`config.mk`:
```
export PLATFORM = sky130hd
export DESIGN_NAME = bg_tile_renderer
export DESIGN_NICKNAME = d
export VERILOG_FILES = /design/src/rtl/bg_tile_renderer.sv
export SDC_FILE = /design/constraint.sdc
export NUM_CORES = 1
export LEC_CHECK = 0
export BUFFER_PORTS_ARGS = -buffer_cell sky130_fd_sc_hd__buf_2
export CORE_MARGIN = 4
export CORE_UTILIZATION = 28
export DETAILED_ROUTE_END_ITERATION = 8
export GPL_TIMING_DRIVEN = 0
export REMOVE_ABC_BUFFERS = 1
export SKIP_CTS_REPAIR_TIMING = 1
export SLEW_MARGIN = 20
export SYNTH_ARGS = -nofsm -noshare
export SYNTH_HDL_FRONTEND = slang
export SYNTH_SLANG_ARGS = --single-unit
```
`constraint.sdc`:
```
create_clock -name clk -period 1.9 [get_ports clk]
set_input_delay 0.19 -clock clk [delete_from_list [all_inputs] [get_ports clk]]
set_output_delay 0.19 -clock clk [all_outputs]
set_load 0.01 [all_outputs]
```
`src/rtl/bg_tile_renderer.sv`:
```
// Background tile renderer: scan position -> tile-map attribute -> tileset ROM -> RGB444,
// with a probe port that borrows tile-map read slots the renderer leaves idle.
module bg_tile_renderer #(
    parameter int unsigned TILE_COLS   = 40,
    parameter int unsigned TILE_ROWS   = 30,
    parameter logic [11:0] BG_COLOR    = 12'h6AF,
    parameter logic [11:0] TRANSPARENT = 12'hF0F
) (
    input  logic        clk,
    input  logic        reset,
    input  logic        pix_en,
    input  logic        video_on,
    input  logic [9:0]  x,
    input  logic [9:0]  y,
    input  logic [3:0]  bg_x_offset,
    output logic [15:0] ram_addr,
    input  logic [31:0] ram_rdata,
    output logic [13:0] rom_addr,
    input  logic [11:0] rom_rdata,
    output logic [11:0] rgb,
    output logic        rgb_valid,
    input  logic        probe_req,
    input  logic [5:0]  probe_col,
    input  logic [4:0]  probe_row,
    output logic        probe_ack,
    output logic [8:0]  probe_data
);
    localparam logic [6:0]  COLS7  = 7'(TILE_COLS);
    localparam logic [15:0] COLS16 = 16'(TILE_COLS);
    localparam logic [5:0]  ROWS6  = 6'(TILE_ROWS);

    typedef enum logic [1:0] {IDLE, ISSUE, WAIT, ACK} probe_state_t;
    probe_state_t state, state_next;

    logic [10:0] xs;
    logic [6:0]  tcol_raw;
    logic [6:0]  tcol;
    logic [5:0]  trow;
    logic [15:0] render_addr;
    logic [15:0] probe_addr;
    logic        slot_in;
    logic        probe_in_range;
    logic        grant;
    logic        capture;
    logic        wait_phase;
    logic        probe_oor;

    logic [3:0]  px_a, py_a, px_b, py_b, px_f, py_f;
    logic        slot_a, pix_a, slot_b, pix_b, slot_c, pix_c, en_c;
    logic        unused_attr_bits;

    // Stage A address generation
    always_comb begin
        xs          = {1'b0, x} + {7'b0, bg_x_offset};
        tcol_raw    = xs[10:4];
        tcol        = (tcol_raw >= COLS7) ? (tcol_raw - COLS7) : tcol_raw;
        trow        = y[9:4];
        render_addr = {10'b0, trow} * COLS16 + {9'b0, tcol};
        slot_in     = pix_en & video_on;
    end

    always_comb begin
        probe_addr     = {11'b0, probe_row} * COLS16 + {10'b0, probe_col};
        probe_in_range = ({1'b0, probe_col} < COLS7) && ({1'b0, probe_row} < ROWS6);
    end

    // Probe FSM next-state and strobes
    always_comb begin
        state_next = state;
        grant      = 1'b0;
        capture    = 1'b0;
        case (state)
            IDLE: begin
                if (probe_req) state_next = ISSUE;
            end
            ISSUE: begin
                if (!slot_in) begin
                    grant      = 1'b1;
                    state_next = WAIT;
                end
            end
            WAIT: begin
                if (wait_phase) begin
                    capture    = 1'b1;
                    state_next = ACK;
                end
            end
            ACK: begin
                state_next = IDLE;
            end
            default: begin
                state_next = IDLE;
            end
        endcase
    end

    // WAIT spans two cycles: one for the RAM to sample the address, one for data to return.
    always_ff @(posedge clk or posedge reset) begin
        if (reset) begin
            state      <= IDLE;
            wait_phase <= 1'b0;
            probe_oor  <= 1'b0;
            probe_ack  <= 1'b0;
            probe_data <= '0;
        end else begin
            state      <= state_next;
            wait_phase <= (state == WAIT) && !wait_phase;
            probe_ack  <= capture;
            if (grant) probe_oor <= !probe_in_range;
            if (capture) probe_data <= probe_oor ? '0 : ram_rdata[8:0];
        end
    end

    // Stage A registers; an out-of-range probe grant leaves the RAM address untouched
    always_ff @(posedge clk or posedge reset) begin
        if (reset) begin
            ram_addr <= '0;
            px_a     <= '0;
            py_a     <= '0;
            slot_a   <= 1'b0;
            pix_a    <= 1'b0;
        end else begin
            if (grant) begin
                if (probe_in_range) ram_addr <= probe_addr;
            end else begin
                ram_addr <= render_addr;
            end
            px_a   <= xs[3:0];
            py_a   <= y[3:0];
            slot_a <= slot_in;
            pix_a  <= pix_en;
        end
    end

    always_ff @(posedge clk or posedge reset) begin
        if (reset) begin
            px_b   <= '0;
            py_b   <= '0;
            slot_b <= 1'b0;
            pix_b  <= 1'b0;
        end else begin
            px_b   <= px_a;
            py_b   <= py_a;
            slot_b <= slot_a;
            pix_b  <= pix_a;
        end
    end

    // Stage B: attribute word arrives this cycle; ROM samples the address at the next edge
    always_comb begin
        px_f             = ram_rdata[6] ? (4'd15 - px_b) : px_b;
        py_f             = ram_rdata[7] ? (4'd15 - py_b) : py_b;
        rom_addr         = slot_b ? {ram_rdata[5:3], py_f, ram_rdata[2:0], px_f} : '0;
        unused_attr_bits = ^ram_rdata[31:9];
    end

    always_ff @(posedge clk or posedge reset) begin
        if (reset) begin
            slot_c <= 1'b0;
            pix_c  <= 1'b0;
            en_c   <= 1'b0;
        end else begin
            slot_c <= slot_b;
            pix_c  <= pix_b;
            en_c   <= ram_rdata[8];
        end
    end

    // Stage C colour select
    always_ff @(posedge clk or posedge reset) begin
        if (reset) begin
            rgb       <= '0;
            rgb_valid <= 1'b0;
        end else begin
            if (!slot_c) begin
                rgb <= '0;
            end else if (!en_c || (rom_rdata == TRANSPARENT)) begin
                rgb <= BG_COLOR;
            end else begin
                rgb <= rom_rdata;
            end
            rgb_valid <= pix_c;
        end
    end

endmodule
```
==> metrics.md <==
| Metric | Value |
|---|---|
| Status | `complete, but fails checks` |
| Failing checks | `negative setup slack` |
| Setup Skew | `just under 0.005 ns` |
| Cells after Synth | `~360` |
| Root Driver | `clkbuf_16` |
| IO Count | `137` |
| Largest net degree at the start of global routing | `44` |
| Combinational power share | `30.7%` |
| Async S/R FF share, synth | `100%` |
| Detailed-route vias per instance | `4.40` |
| CTS H-Tree Depth | `3` |
| Syn-to-layout area delta | `35.3%` |
| Die ar. | `roughly 15000 um^2` |
| Initial antenna violation count | `1` |
| Core area | `approximately 13000 um^2` |
| Pre-CTS setup slack | `-2.33 ns` |
| Post-synth top area share | `43.4%` |
| CTS tree | `yes` |
| EDFF count, synth | `0` |
| Final nets | `603` |
| Sink Count | `63` |
| Crit end category | `flip-flop` |
| Switching pwr | `1570 uW` |
| Total GRT Usage | `11.0%` |
| Synth area leaders | `dfrtp_1 (43%), ha_1 (10%), xor2_1 (3.6%), xnor2_1 (3.4%), o21ai_0 (2.9%)` |
| Maximum VDD drop | `~0.40 mV` |
| Die Y | `around 120 um` |
| Synth top cells by count | `dfrtp_1 (63), ha_1 (29), inv_1 (25)` |
| Peak Freq | `308 MHz` |
| Crit path required time | `2.10 ns` |
| 1st-pass router iterations | `4` |
| Post-DR wirelength/cell | `12.7 um` |
| Final WL | `8.41 mm` |
| Dpl cells | `625` |
| Register Area | `~1600 um^2` |
| Cell Int Power | `about 3400 uW` |
| Syn Area/Cell | `10.2 um^2` |
| Clock power share | `~33%` |
| Power density cells | `between 1000 and 1500 nW/um^2` |
| Filler cells | `1281` |
| First-pass GRT wire length | `roughly 13 mm` |
| Leak | `0.00247 uW` |
| Gr ovfl total | `0` |
| Rel. slew slack | `a little over half` |
| Minimum clock period | `3.24 ns` |
| Antenna cells | `0` |
| Count leader, synth | `dfrtp_1` |
| Largest area contributor in the netlist | `dfrtp_1` |
| Clk slew on worst S/H paths | `0.05 ns` |
| Final Hold Viols | `0` |
| Detailed placement HPWL | `6.54 mm` |
| Max-cap violations | `0` |
| Setup repair after global routing missed its margin | `true` |
| Slew Limit Fails | `0` |
| Ys Warns | `0` |
| Critical path launch point type | `input port` |
| Final period util | `171%` |
| Starting Density | `28.7%` |
| Vias in the first global route | `~2.6k` |
| Worst Path Arrival | `3.44 ns` |
| Setup TNS | `-10.05 ns` |
| Placer Congestion | `0.764` |
| Sw Ratio | `31.5%` |
| Layout cells sized above 1 | `35.7%` |
| Clock Latency Late Sink | `0.32 ns` |
| Sequential element share of the synthesized area | `43.4%` |
| Final setup margin | `-1.34 ns` |
| Via Count | `2912` |
| Crit Path Category | `input port to flip-flop` |
| Count of final setup violators | `9` |
| Final Non-Filler Cells | `662` |
| Hold WC Path Type | `input port to flip-flop` |
| Worst-Margin Slew | `between 0.7 and 0.8 ns` |
| Largest fanout on the critical path | `4` |
| Max Buffers Root-to-Sink | `2` |
| Total power | `between 4000 and 5000 uW` |
| Top FF cell, synth | `dfrtp_1` |
| Yosys reg bits | `63` |
| Cell Area, Synth | `~3600 um^2` |
| Die Wd | `122 um` |
| First DRT Iteration DRCs | `152` |
| Post-route ant nets | `0` |
| CTS buffer count | `9` |
| Reg power frac | `a little under two fifths` |
| Netlist cell types | `52` |
| DRC viols | `0` |
| Multi-input gate area | `1950 um^2` |
| IO buf count | `110` |
| Row count | `41` |
[worst max-delay path, stage by stage]
cell	delay (ns)
buf_6	0.10
ha_4	0.16
fa_2	0.39
a21oi_2	0.15
o21ai_2	0.09
and4_1	0.21
xnor2_2	0.22
ha_2	0.24
o21ai_2	0.07
a21oi_4	0.20
buf_6	0.13
mux2i_1	0.18
ha_1	0.25
a21o_1	0.20
a211oi_2	0.21
nor3_2	0.08
nand3b_1	0.10
xor2_1	0.19
mux2i_1	0.09
[cell type report]
cell class                      count  area share [%]
Clock inverter                      4            1.12
Timing Repair Buffer              133            15.7
Tap cell                          172            4.37
Multi-Input combinational cell    251            39.6
Sequential cell                    63            32.0
Clock buffer                       12            5.01
Inverter                           27            2.11
[cells in the final DEF, fill, tap and decap left out, types with 4 or more instances in the layout]
cell type      Yosys  routed
buf_4              5      13
ha_1              29      26
xor2_1            15      15
a21boi_0           6       6
dlygate4sd3_1      0       7
nand2_1           24      24
a21o_1             7       7
mux2i_1            7       7
nand2b_1          13      13
and3_1             6       6
buf_6              0       4
a21oi_1           17      15
nor2_1            13      13
dfrtp_1           63      63
o21ai_0           21      19
and2_1            15      15
nor3_1             6       4
buf_2              0     108
inv_1             25      22
nor2b_1            5       4
xnor2_1           14      12
inv_2              2       4
clkbuf_16          0       9
[worst paths after layout]
kind | start | to | slack, ns | cells after the start
max | bg_x_offset[0] | ram_addr[10] | -1.34 | 19
max reg2reg | state[0] | probe_data[4] | 0.44 | 5
max in group asynchronous | reset | rgb[1] | 1.03 | 4
min reg2reg | pix_c | rgb_valid | 0.34 | 0
min in group asynchronous | reset | px_b[0] | 0.36 | 3
min | x[0] | px_a[0] | 0.08 | 2
[power by group through the flow]
stage	logic [uW]	registers [uW]	clock network [uW]
6_report	1530	1840	1620
5_1_grt	1730	1880	1730
4_1_cts	1480	1850	1670
3_5_place_dp	1470	1870	0
3_3_place_gp	1420	1860	0
2_1_floorplan	816	1920	0
[logic make-up (layout without fill, tap and decap cells)]
logic type	Yosys count	in the layout	share of synthesized area, %
AO/OA/AOI/OAI	78	78	14.7
XOR/XNOR	29	29	6.99
adder cells (fa/ha/maj)	34	34	12.7
buffers and inverters	43	176	4.96
flip-flops	63	63	43.4
multiplexers	9	9	2.65
other	1	3	0.103
AND/OR/NAND/NOR	98	98	14.5
[registers in the layout (all words and copies together), names as in the netlist, 2 cells and up]
register	flops
py_a	4
py_b	4
probe_data	9
px_a	4
state	2
ram_addr	13
rgb	12
px_b	4
[per-stage QoR]
stage / hold WS, ns / util, % / cell area [um^2]
finish: 0.0756 / 38.8 / 4920
global route: 0.0692 / 38.8 / 4920
CTS: -0.189 / 36.8 / 4670
detailed placement: 0.163 / 34.5 / 4370
global placement: 0.300 / 34.2 / 4330
floorplan: 0.221 / - / 3560
[per-layer routing]
metal  vias to the layer above  wire length [um]  track usage [%]  part of all wire [%]
li1                       1464                 -                -                     -
met1                      1348              3740             13.5                    44
met5                         -                13                0                  0.15
met2                        84              3910             18.2                    46
met4                         2               158             5.25                   1.9
met3                        14               593             2.83                   7.0
(Power assumes the default switching activity.)
